[src/rtl/truth_table_scanner.sv]
// truth_table_scanner: drives every input combination into a combinational
// block under test, captures its single output per row into a truth table,
// then compares against an expected table latched at start.
//
// Ports:
//   clk, reset   rising-edge clock, synchronous active-high reset
//   start        run request, accepted only when idle
//   expected     expected table, bit i = output for input value i
//   dut_out      output of the block under test
//   drive        inputs to the block under test (MSB = A)
//   busy         high while a run is in progress
//   done         one-cycle pulse when results become valid
//   pass         captured table equals expected table
//   fail_idx     lowest mismatching row (0 when pass)
//   err_cnt      number of mismatching rows
//   table_out    captured truth table
module truth_table_scanner #(
  parameter int unsigned N_IN   = 3,
  parameter int unsigned SETTLE = 0
) (
  input  logic                 clk,
  input  logic                 reset,
  input  logic                 start,
  input  logic [2**N_IN-1:0]   expected,
  input  logic                 dut_out,
  output logic [N_IN-1:0]      drive,
  output logic                 busy,
  output logic                 done,
  output logic                 pass,
  output logic [N_IN-1:0]      fail_idx,
  output logic [N_IN:0]        err_cnt,
  output logic [2**N_IN-1:0]   table_out
);

  localparam int unsigned     ROWS     = 2**N_IN;
  localparam logic [N_IN-1:0] LAST_ROW = N_IN'(ROWS - 1);
  localparam logic [3:0]      SETTLE_W = 4'(SETTLE);

  typedef enum logic [1:0] {
    S_IDLE,
    S_RUN,
    S_DONE
  } state_t;

  state_t            state;
  logic [3:0]        wait_cnt;
  logic [ROWS-1:0]   exp_q;

  logic [ROWS-1:0]   diff;
  logic [N_IN:0]     diff_cnt;
  logic [N_IN-1:0]   diff_low;

  // Mismatch statistics; scanning high to low leaves the lowest set index.
  always_comb begin
    diff     = table_out ^ exp_q;
    diff_cnt = '0;
    diff_low = '0;
    for (int i = int'(ROWS) - 1; i >= 0; i--) begin
      if (diff[i]) begin
        diff_cnt = diff_cnt + (N_IN+1)'(1);
        diff_low = N_IN'(i);
      end
    end
  end

  // Scan controller with registered outputs.
  always_ff @(posedge clk) begin
    if (reset) begin
      state     <= S_IDLE;
      wait_cnt  <= '0;
      exp_q     <= '0;
      drive     <= '0;
      busy      <= 1'b0;
      done      <= 1'b0;
      pass      <= 1'b0;
      fail_idx  <= '0;
      err_cnt   <= '0;
      table_out <= '0;
    end else begin
      done <= 1'b0;
      case (state)
        S_IDLE: begin
          if (start) begin
            exp_q     <= expected;
            table_out <= '0;
            pass      <= 1'b0;
            fail_idx  <= '0;
            err_cnt   <= '0;
            drive     <= '0;
            wait_cnt  <= SETTLE_W;
            busy      <= 1'b1;
            state     <= S_RUN;
          end
        end
        S_RUN: begin
          if (wait_cnt != 4'd0) begin
            wait_cnt <= wait_cnt - 4'd1;
          end else begin
            // Sample on the last edge of this row's window.
            table_out[drive] <= dut_out;
            if (drive == LAST_ROW) begin
              state <= S_DONE;
            end else begin
              drive    <= drive + N_IN'(1);
              wait_cnt <= SETTLE_W;
            end
          end
        end
        S_DONE: begin
          pass     <= (diff == '0);
          err_cnt  <= diff_cnt;
          fail_idx <= diff_low;
          done     <= 1'b1;
          busy     <= 1'b0;
          state    <= S_IDLE;
        end
        default: state <= S_IDLE;
      endcase
    end
  end

endmodule

[config.mk]
export PLATFORM = sky130hd
export DESIGN_NAME = truth_table_scanner
export DESIGN_NICKNAME = d
export VERILOG_FILES = /design/src/rtl/truth_table_scanner.sv
export SDC_FILE = /design/constraint.sdc
export NUM_CORES = 1
export LEC_CHECK = 0
export ABC_AREA = 1
export CAP_MARGIN = 20
export CORE_ASPECT_RATIO = 1.75
export CORE_MARGIN = 4
export CORE_UTILIZATION = 32
export DETAILED_ROUTE_END_ITERATION = 8
export GPL_TIMING_DRIVEN = 0
export PLACE_DENSITY = 0.55
export SYNTH_ARGS = -nofsm -noshare
export SYNTH_HDL_FRONTEND = slang
export SYNTH_SLANG_ARGS = --single-unit
[constraint.sdc]
create_clock -name clk -period 4.8 [get_ports clk]
set_input_delay 0.96 -clock clk [delete_from_list [all_inputs] [get_ports clk]]
set_output_delay 0.96 -clock clk [all_outputs]
set_load 0.1 [all_outputs]
======== Yosys cells after proc, flatten, opt, wreduce, memory -nomap -nowiden ========
Cells that the tools add are included.
word-level totals
  output and inout bits ................... 21
  word-level logic and storage cells ...... 83
  register bits after elaboration ......... 35
operators by class
  mux-type cells .......................... 41
  bitwise gates (word level) .............. 1
  $lt $le $gt $ge ......................... 2
  eq/ne operators ......................... 8
  $add $sub $neg .......................... 9
  reductions and logical operators ........ 12
operators by type and width
  operator                                                              number
  4-bit two-way mux                                                     10
  3-bit two-way mux                                                     11
  4-bit by 1-bit adder with 4-bit output, second input constant         7
  8-bit two-way mux                                                     2
  4-bit case mux with 2 select lines                                    2
  8-bit case mux with 2 select lines                                    1
  3-bit case mux with 2 select lines                                    2
  3-bit AND reduction                                                   3
  8-bit bitwise mux                                                     1
  8-bit zero test                                                       1
  2-bit inequality test, second input constant                          4
  8-bit XOR                                                             1
  2-bit two-way mux                                                     3
  1-bit two-way mux                                                     5
  3-bit by 4-bit < comparator with 1-bit output, second input constant  1
  1-bit case mux with 2 select lines                                    2
  2-bit case mux with 2 select lines                                    1
  2-bit AND reduction                                                   2
  4-bit AND reduction                                                   1
  2-bit nonzero test                                                    2
  4-bit nonzero test                                                    1
  4-bit by 1-bit subtractor with 4-bit output, second input constant    1
  3-bit by 1-bit adder with 3-bit output, second input constant         1
  1-bit demux with 3-bit select                                         1
  other kinds (7)                                                       7

======== Depth between registers and ports, before layout ========
  depth in word-level cells ............... 17
  gate-level depth with buffers ........... 28

======== Worst setup path after synthesis ========
OpenSTA, ideal clock, no wires.
  path kind ............................... reg2reg
  start point ............................. register table_out[6]
  end point ............................... register err_cnt[1]
  buffers on the path ..................... 0
  stages on the path, launching flop included .. 25
  library setup time ...................... 0.134 ns
  data required time ...................... 4.666 ns
  path slack .............................. 0.811 ns
  data arrival time ....................... 3.855 ns
  cells stage by stage .................... dfxtp_1 nand2_1 nand2_1 inv_1 ha_1 inv_1 nand3_1 nand2_1 inv_1 ha_1 or2_1 nand3_1 nand2_1 nand2_1 nand2_2 ha_1 nand2_1 nand2_1 nand2_1 nand3_1 nand2_1 inv_1 ha_1 o21ai_0 a21oi_1
between the ends
  cells in the longest elaborated chain, start to end .. 15
RTL lines
  element                                 line  text
  start, declared                         32    output logic [2**N_IN-1:0] table_out
  start signal, assigned by index         100   table_out[drive] <= dut_out;
  8-bit XOR (*)                           55    diff = table_out ^ exp_q;
  4-bit two-way mux (*)                   59    if (diff[i]) begin
  4-bit by 1-bit adder with 4-bit output  60    diff_cnt = diff_cnt + (N_IN+1)'(1);
  4-bit two-way mux (*)                   59
  4-bit by 1-bit adder with 4-bit output  60
  4-bit two-way mux (*)                   59
  4-bit by 1-bit adder with 4-bit output  60
  4-bit two-way mux (*)                   59
  4-bit by 1-bit adder with 4-bit output  60
  4-bit two-way mux (*)                   59
  4-bit by 1-bit adder with 4-bit output  60
  4-bit two-way mux (*)                   59
  4-bit by 1-bit adder with 4-bit output  60
  4-bit two-way mux (*)                   59
  4-bit case mux with 2 select lines (*)  81    case (state)
  end signal, assigned                    111   err_cnt <= diff_cnt;
  end, declared                           31    output logic [N_IN:0] err_cnt,
Every way passes the cells marked *; elsewhere a longest branch is shown, timed or not.
A chain may end at the register's enable or synchronous reset.

======== Worst setup path in the final report ========
Same ends and word-level chain as after synthesis.

==> results.md <==
| Quantity | This run |
|---|---|
| Area fraction of the dominant cell type after synthesis | 0.3141 |
| Flip-flop and latch count after synthesis | 35 |
| Buffers on Ports | 32 |
| Met2 track utilization from global routing | 0.2936 |
| Number of nets in the final layout | 407 |
| Post-route ant nets | 0 |
| Detailed-route DRC error count | 0 |
| Number of buffers inserted during clock tree synthesis | 5 |
| Mean area per synthesized cell | 6.466 um^2 |
| Filler cell count in the final layout | 773 |
| Largest buffer count on any clock path | 2 |
| Worst rel slew slack | 0.3377 |
| Most frequent cells in the layout | 102 x nand2_1, 43 x inv_1, 35 x dfxtp_1 |
| First-pass GRT wire length | 9846 um |
| Reg2reg setup slack | 1.22 ns |
| Height of the die | 118.5 um |
| Worst Max-Slew Pin Slew | 0.9904 ns |
| Number of gates given a new drive strength after cts | 0 |
| Result of the run | complete, no violations |
| Max-Cap Viols | 0 |
| Global-route congestion overflow total | 0 |
| Ant diodes | 0 |
| Count of routing violations after the opening detailed-route iteration | 88 |
| Detailed-route wire length | 5880 um |
| Die Width | 71.12 um |
| Setup TNS after final layout | 0 ns |
| Share of post-route cells with drive strength above 1 | 0.07792 |
| Pin count of the biggest net entering global routing | 11 |
| Count of standard-cell rows | 40 |
| Final period util | 0.7454 |
| Post-cts hold buffer count | 0 |
| Clock Pin Slew Worst Setup and Hold Paths | 0.06 ns |
| Worst EP required | 4.94 ns |
| Layout overhead on the synthesized area | 25.24% |
| Total number of yosys warnings | 0 |
| Overall via count from detail_route | 2273 |
| Number of endpoints failing setup at the final stage | 0 |
| Vias in the first global route | 2210 |
| Synthesized net count | 368 |
| Clock Sink Count | 35 |
| Crit path time final | 3.578 ns |
| Starting Density | 0.3278 |
| Met1 layer usage reported by global route | 0.1394 |
| Final routed wire length divided by cell count | 12.54 um |
| Dominant cell type by area after synthesis | dfxtp_1 |
| Commonest non-fill, non-tap cell in the layout | nand2_1 |
| Total global-route track usage | 0.1480 |
| Core region area | 6807 um^2 |
| Area after detailed placement | 2656 um^2 |
| Cell types occupying the most area after synthesis | dfxtp_1 31%, nand2_1 17%, inv_1 7.2%, ha_1 6.2%, a21oi_1 5.8% |
| Post-synthesis instance area | 2231 um^2 |
| Final hold violation count | 0 |
| Gate Count Post-Synth | 345 |
| CP Launch Type | flop |
| Arrival time of data at the critical path endpoint | 3.72 ns |
| Placer's final routability congestion estimate | 0.8277 |
| Fmax achieved | 279.5 MHz |
| Detailed Routing Iterations Pass 1 | 4 |
| Root Buffer Master | clkbuf_16 |
| RSZ-0062 raised after global routing | false |
| Via density per instance | 4.846 |
| Worst vdd ir | 0.2382 mV |
| Most crowded layer after global routing | met2 |
| P_leak | 1.243 nW |
| Power Density | 364.6 nW/um^2 |
| Category of the critical setup timing path | reg2reg |
| Antenna violations before repair | 0 |
| Worst clock skew | 0.006162 ns |
| Worst hold-check path type | reg2reg |
| Top-level I/O count | 33 |
| Crit Path Max Fanout | 5 |
| Unique masters post-synth | 33 |
| Met3 usage in global routing | 0.02043 |
| Worst setup EP type | flop |
| Area of all placed cells without fillers | 2794 um^2 |
| Clock tree from TritonCTS | done |
| Floorplan die area | 8424 um^2 |
| Sequential cell area fraction in the yosys report | 0.3141 |
| Setup Fix Bufs, Post-CTS | 0 |
| Sum of net half-perimeters after detailed placement | 4735 um |
| Count of H-tree levels built during CTS | 2 |
| Max-slew violations | 0 |
| Worst-Skew Late Latency | 0.28 ns |
==> metrics by stage <==
stage,std cells,setup WS (ns),power [W],hold WS [ns],utilization
after floorplan,345,0.8110,0.0006247,0.4263,-
after CTS,469,1.185,0.001030,0.4660,0.4105
after global routing,469,0.7724,0.001092,0.4885,0.4105
final,469,1.222,0.001019,0.4622,0.4105
after detailed placement,461,1.202,0.0007139,0.4516,0.3903
after global placement,461,1.183,0.0007077,0.4433,0.3903
==> power by group <==
part           internal, W  total [W]  switching (W)
sequential        0.000312   0.000332      0.0000206
combinational     0.000114   0.000373       0.000260
clock             0.000192   0.000313       0.000121
total             0.000617    0.00102       0.000401
==> cell families (layout without fill, tap and decap cells) <==
family / after synthesis / count (layout) / synth area share
simple gates: 188 / 188 / 0.3786
compound gates: 59 / 59 / 0.1481
buf+inv: 49 / 89 / 0.08244
xor+xnor: 3 / 3 / 0.01515
flops: 35 / 35 / 0.3141
fa+ha+maj: 11 / 11 / 0.06169
==> state kept, by name, summed over array words and instances, names as in the netlist <==
name / cells
exp_q: 8
table_out: 8
err_cnt: 4
wait_cnt: 4
drive: 3
fail_idx: 3
state: 2
busy: 1
done: 1
pass: 1
==> synth_stat cells <==
library cell and n:
inv_2 2, a311oi_1 1, nand3b_1 1, and2_1 1, clkbuf_1 4, o211ai_1 1, xnor2_1 2, nand4_1 4
o21ai_0 19, xor2_2 1, nand2_4 2, or2_2 3, or2_1 2, a21boi_0 1, inv_1 43, o31ai_1 1
nand2_1 102, a21oi_1 26, nor3_1 10, ha_1 11, dfxtp_1 35, a41oi_1 1, nand3_1 21, nand3_2 5
o21ai_1 2, a211oi_1 3, nor2_2 1, nand2_2 9, o22ai_1 1, nor2_1 27, a32o_1 1, a22oi_1 1
a21oi_2 1
==> layer usage <==
layer / share of wire / wire, um
met5: 0 / 0
met4: 0.030 / 178
met3: 0.021 / 126
met2: 0.57 / 3338
met1: 0.38 / 2236
==> path summary, 6_finish.rpt <==
kind / from / end / cells past startpoint
worst max-delay path: table_out[6]$_SDFFE_PP0P_ / err_cnt[1]$_SDFFE_PP0P_ / 24
worst min-delay path: pass$_SDFFE_PP0P_ / pass$_SDFFE_PP0P_ / 2
worst max register to register: table_out[6]$_SDFFE_PP0P_ / err_cnt[1]$_SDFFE_PP0P_ / 24
worst min register to register: pass$_SDFFE_PP0P_ / pass$_SDFFE_PP0P_ / 2
==> layout make-up <==
class                   count  area [um^2]  area share
plain buffers               4        15.01    0.005374
clock buffers               7        132.6     0.04747
clock inverters             1        5.005    0.001791
inverters                  45        168.9     0.06046
multi-input cells         261         1346      0.4819
flip-flops and latches     35        700.7      0.2508
well taps                  84        105.1     0.03762
repair buffers             32        320.3      0.1146
==> worst max-delay path, stage by stage, from the launching register on <==
cell,delay (ns)
dfxtp_1,0.36
nand2_1,0.07
nand2_1,0.15
inv_1,0.08
ha_1,0.31
inv_1,0.06
nand3_1,0.14
nand2_1,0.15
inv_1,0.05
ha_1,0.28
or2_1,0.26
nand3_1,0.09
nand2_1,0.06
nand2_1,0.06
nand2_2,0.07
ha_1,0.29
nand2_1,0.09
nand2_1,0.06
nand2_1,0.05
nand3_1,0.10
nand2_1,0.10
inv_1,0.05
ha_1,0.27
o21ai_0,0.16
a21oi_1,0.08
Note: power is estimated with default switching activity, not from simulation.
==> patch 1, RTL diff (same flow settings) <==
Set the parameter `N_IN` to 2 (it was 3).
--- a/src/rtl/truth_table_scanner.sv
+++ b/src/rtl/truth_table_scanner.sv
@@ -15,7 +15,7 @@
 //   err_cnt      number of mismatching rows
 //   table_out    captured truth table
 module truth_table_scanner #(
-  parameter int unsigned N_IN   = 3,
+  parameter int unsigned N_IN   = 2,
   parameter int unsigned SETTLE = 0
 ) (
   input  logic                 clk,
Ports: changed (5 resized); port bits go from 33 to 22. The function was not compared with the original's and may differ.
==> patch 1 against the unedited design <==
Power fell by 48%; clock power is 42% lower; sequential cell count is 11 lower; worst setup slack better by 0.78 ns; utilization increased by 1.2 points; wire length decreased by 47%; count of clock-buffer cells in the layout shrank 4; area after synthesis shrank 40%; design area shrank 40%; critical endpoint is now table_out[3]; largest power group is now sequential cells; highest routed layer unchanged.
==> patch 1: results (changes against the unedited design) <==
- Register area share after synthesis: 36.06% (+4.6 points)
- Largest incremental delay on the critical path: 1.16 ns (+0.80 ns)
- Hold Startpoint: fail_idx[1]
- Largest net degree at the start of global routing: 15 (+4)
- Ant diodes: 0 (unchanged)
- Slew headroom: 35.08% (+1.3 points)
- Fillcell total: 432 (-44%)
- Worst-case clock buffer depth: 2 (unchanged)
- Total global routing track utilization: 12.93% (-1.9 points)
- Class of the worst hold path: reg -> reg
- Clock buffers created by TritonCTS: 3 (-2)
- Slowest stage cell on the critical path: clkdlybuf4s50_1
- Via density per instance: 4.676 (-3.5%)
- Global placement routability congestion: 0.7890 (-4.7%)
- Hold Crit Endpoint: fail_idx[1]
- Ys async rst share: 0% (unchanged)
- CTS H-tree depth: 1 (-1)
- Logic depth of the worst register-to-register path: 11 (-54%)
- First-pass GRT wire length: 5347 um (-46%)
- Register-to-Register Setup Slack: 2.72 ns (+1.50 ns)
- Biggest fanout along the worst timing path: 3 (-2)
- Largest registers: exp_q x4, table_out x4, wait_cnt x4
- Cell count after placement: 258 (-44%)
- Post-CTS Resized: 0 (unchanged)
- NumNets Final: 234 (-43%)
- Number of buffers added on ports: 20 (-38%)
- Maximum vdd ir drop: 0.0002335 V (-1.9%)
- Via count of the first global-routing pass: 1247 (-44%)
- Total detailed-routing wirelength: 3126 um (-47%)
- Static leakage power: 0.7372 nW (-41%)
- Synthesized Nets: 209 (-43%)
- Share of layout cells above drive strength 1: 8.879% (+1.1 points)
- Kind of cell adding the most delay to the critical path: buffers and inverters
- Clock latency on the worst-skew pair: 0.27 ns
- Worst hold path cell count: 2 (unchanged)
- Iteration-0 DRC Markers: 17 (-81%)
- Number of antenna violations at the first check in global routing: 0 (unchanged)
- Run status: completed
- Post-CTS Setup Repair Bufs: 0 (unchanged)
- DP HPWL: 2499 um (-47%)
- Most numerous cell types in the synthesized netlist: nand2_1 (42), inv_1 (26), dfxtp_1 (24)
- Worst r2r dst: err_cnt[1]
- Top cells by area in the synthesized netlist: dfxtp_1 (36%), nand2_1 (12%), ha_1 (10%), inv_1 (7.3%), nor2_1 (6.2%)
- Routed WL per cell: 11.93 um (-4.8%)
- Synthesized instance count: 190 (-45%)
- Post-CTS clock slew at the launch and capture registers of the worst setup and hold paths: 0.09 ns (+0.03 ns)
- First-pass detailed-route iteration total: 4 (unchanged)
- Placement Setup Slack: 2.316 ns (+1.114 ns)
- Crit path DAT: 1.84 ns (-1.88 ns)
- Warning count from the yosys run: 0 (unchanged)
- Worst setup path startpoint: table_out[3]
- Count of different cell masters after synthesis: 26 (-21%)
- Layout Skew: 0.001211 ns (-0.004951 ns)
- Most instantiated flip-flop cell in the synthesis netlist: dfxtp_1
- Cell chosen for the clock root: clkbuf_8
==> patch 1: cell type report <==
type | instances | area [sq um] | area share [%]
multi-input combinational | 134 | 728.2 | 43.76
sequential | 24 | 480.5 | 28.87
timing repair buffer | 20 | 200.2 | 12.03
inverter | 29 | 111.4 | 6.692
tap | 48 | 60.06 | 3.609
clock buffer | 3 | 41.29 | 2.481
clock inverter | 1 | 30.03 | 1.805
buffer | 3 | 12.51 | 0.7519
==> patch 1: cell families after synthesis <==
logic type	share of synthesized area, %
buffers and inverters	9.296
adders and majority gates	10.33
DFF	36.06
and+or+nand+nor	33.15
xor gates and xnor gates	1.315
AOI/OAI and AO/OA	9.859
==> patch 1: worst reg2reg max path, stage by stage (launching register included) <==
cell and delay (ns):
dfxtp_1 0.40, xor2_1 0.27, inv_1 0.10, ha_1 0.33, nand3b_1 0.20, nand2_1 0.10, inv_1 0.05, ha_1 0.26
nand2_1 0.07, nand2_1 0.05, nor2_1 0.10, nor2_1 0.04
==> patch 1: power by group <==
group          switching (mW)  internal [mW]
Clock                  0.0709          0.112
Sequential            0.00798          0.208
Combinational          0.0898         0.0379
Total                   0.169          0.357
==> patch 1: how the worst max path moves through the flow <==
stage / endpoint / slack [ns] / cells after the start
floorplan: err_cnt[1] / 2.26 / 11
global placement: drive[0] / 2.31 / 1
detailed placement: table_out[3] / 2.32 / 1
CTS: drive[0] / 2.00 / 1
global route: table_out[0] / 1.97 / 1
finish: table_out[3] / 2.00 / 1
==> patch 1: per-stage QoR <==
stage | hold slack (ns) | instance area (sq um)
3_3_place_gp | 0.4482 | 1593
3_5_place_dp | 0.4542 | 1593
2_1_floorplan | 0.4578 | 1333
4_1_cts | 0.4681 | 1664
5_1_grt | 0.5096 | 1664
6_report | 0.4650 | 1664
==> patch 1: per-layer routing <==
layer | track usage (%) | vias to the layer above | wire, um
met5 | 0 | - | 0
met4 | 5.996 | 0 | 61
met3 | 1.796 | 5 | 75
met2 | 25.58 | 17 | 1752
met1 | 12.68 | 560 | 1236
li1 | - | 643 | -
==> patch 2, RTL diff (same flow settings) <==
Made on the original files. Reset style: asynchronous (`reset`), changed in one clocked block. Comments in the files are not updated.
--- a/src/rtl/truth_table_scanner.sv
+++ b/src/rtl/truth_table_scanner.sv
@@ -64,7 +64,7 @@
   end
 
   // Scan controller with registered outputs.
-  always_ff @(posedge clk) begin
+  always_ff @(posedge clk or posedge reset) begin
     if (reset) begin
       state     <= S_IDLE;
       wait_cnt  <= '0;
Function: differs if reset is asserted again (counterexample within 4 cycles, from zero or initial values and one cycle with reset high); with reset held inactive, the same outputs for 10 cycles.
==> patch 2 against the unedited design <==
Clock skew barely moved; worst setup slack got worse by 0.34 ns; sequential cell count stayed put; synthesized cell count fell by 4.1%; design area rose by 3.2%; final cell count shrank 3.0%; area after synthesis up 3.8%; global-route usage decreased by 0.76 points; wire length shrank 5.8%; count of clock-buffer cells in the layout shrank 1; via count down 4.3%; die area rose by 3.5%; critical endpoint is now err_cnt[1]; largest cell class unchanged.
Power is not shown: default switching activity piles up to over one toggle a cycle in this logic, so the estimate is an artifact.
==> patch 2: results (changes against the unedited design) <==
- Largest registers: exp_q x8, table_out x8
- Post-CTS Setup Repair Bufs: 0 (unchanged)
- CTS H-tree depth: 2 (unchanged)
- Compound-cell area share of the yosys netlist: 10.16% (-4.6 points)
- Register-to-Register Setup Slack: 0.88 ns (-0.34 ns)
- Ant diodes: 0 (unchanged)
- Fillcell total: 724 (-6.3%)
- Cell chosen for the clock root: clkbuf_16
- Warning count from the yosys run: 0 (unchanged)
- Run status: completed
- Register area share after synthesis: 37.82% (+6.4 points)
- Post-detailed-route DRC marker count: 0 (unchanged)
- Number of buffers added on ports: 32 (unchanged)
- First-pass GRT wire length: 9680 um (-1.7%)
- Slew at the pin with the worst max-slew slack: 0.9775 ns (-0.01282 ns)
- Number of antenna violations at the first check in global routing: 0 (unchanged)
- Largest net degree at the start of global routing: 36 (+25)
- Count of different cell masters after synthesis: 32 (-3.0%)
- Post-CTS Resized: 0 (unchanged)
- Layout Skew: 0.006408 ns (+0.0002460 ns)
- First-pass detailed-route iteration total: 4 (unchanged)
- Type of element capturing the critical path: flop
- Kind of start point of the critical path: flop
- Logic depth of the worst register-to-register path: 24 (unchanged)
- Clock latency on the worst-skew pair: 0.28 ns (about the same)
- Via count of the first global-routing pass: 2170 (-1.8%)
- Ys async rst share: 100.0% (+100 points)
- Share of cell area taken by muxes after synthesis: 0% (unchanged)
- Worst-case clock buffer depth: 2 (unchanged)
- Total global routing track utilization: 14.04% (-0.76 points)
- Timing endpoint of the critical path: err_cnt[1]
- Global placement routability congestion: 0.8705 (+5.2%)
- NumNets Final: 393 (-3.4%)
- Synthesized Nets: 354 (-3.8%)
- Post-synthesis share of cell area spent on xor and xnor gates: 1.783% (+0.27 points)
- Most numerous cell types in the synthesized netlist: nand2_1 (111), inv_1 (47), dfrtp_1 (35)
- Post-CTS clock slew at the launch and capture registers of the worst setup and hold paths: 0.06 ns (about the same)
- Top cells by area in the synthesized netlist: dfrtp_1 (38%), nand2_1 (18%), inv_1 (7.6%), nand3_1 (6.1%), ha_1 (5.9%)
- Clock buffers created by TritonCTS: 5 (unchanged)
- Origin of the critical flop-to-flop path: table_out[6]
- Biggest fanout along the worst timing path: 6 (+1)
- Total detailed-routing wirelength: 5537 um (-5.8%)
- Class of the worst hold path: reg -> reg
- DP HPWL: 4373 um (-7.6%)
- Total via count after detailed routing: 2175 (-4.3%)
- Iteration-0 DRC Markers: 99 (+13%)
- Share of layout cells above drive strength 1: 7.817% (+0.025 points)
- Post-synthesis adder-cell area fraction: 5.943% (-0.23 points)
patch 2: metrics by stage:
step	util (%)	instances	worst slack, ns	hold WS (ns)	area, sq um
final	41.44	455	0.8841	0.4828	2883
after global routing	41.44	455	0.6432	0.5099	2883
after global placement	39.41	447	0.9661	0.4686	2741
after detailed placement	39.41	447	0.9333	0.4752	2741
after CTS	41.44	455	0.9115	0.4900	2883
after floorplan	-	331	0.7724	0.4588	2316
patch 2: cell families after synthesis:
family                     after synthesis
AOI/OAI and AO/OA                       41
adders and majority gates               11
and+or+nand+nor                        189
xor gates and xnor gates                 3
DFF                                     35
buffers and inverters                   52
patch 2: cell type report:
cell class / count / area (sq um) / area share [%]
repair buffers: 32 / 320.3 / 11.11
flip-flops and latches: 35 / 875.8 / 30.38
plain buffers: 2 / 7.507 / 0.2604
clock inverters: 2 / 12.51 / 0.4340
well taps: 84 / 105.1 / 3.646
inverters: 50 / 187.7 / 6.510
clock buffers: 6 / 128.9 / 4.471
multi-input cells: 244 / 1245 / 43.19
patch 2: worst min path at each step:
stage          depth (start not counted)        start  slack (ns)          end
2_1_floorplan                          1  wait_cnt[0]        0.46  wait_cnt[0]
3_3_place_gp                           2   err_cnt[2]        0.47   err_cnt[2]
3_5_place_dp                           2  fail_idx[0]        0.48  fail_idx[0]
4_1_cts                                2  fail_idx[0]        0.49  fail_idx[0]
5_1_grt                                2         busy        0.51         busy
6_report                               2  fail_idx[0]        0.48  fail_idx[0]
patch 2: critical path, stage by stage, from the launching register on:
cell     delay, ns
dfrtp_1       0.40
inv_1         0.09
nand2_1       0.05
nand2_1       0.18
inv_1         0.09
ha_1          0.31
inv_1         0.06
nand3_1       0.17
nand2_1       0.20
inv_1         0.06
ha_1          0.28
or2_1         0.26
nand3_1       0.09
nand2_1       0.07
nand2_1       0.07
nand2_2       0.07
ha_1          0.29
nand2_1       0.09
nand2_1       0.06
nand2_1       0.05
nand3_1       0.08
and2_1        0.19
ha_1          0.29
o21ai_0       0.19
o21ai_1       0.10
patch 2: metal layers:
metal,share of wire [%],up-vias,wire length [um],global-route usage (%)
met5,0,-,0,0
met1,41,997,2260,14.96
met2,55,25,3029,26.03
met4,2.6,0,145,6.706
li1,-,1143,-,-
met3,1.8,10,101,2.080
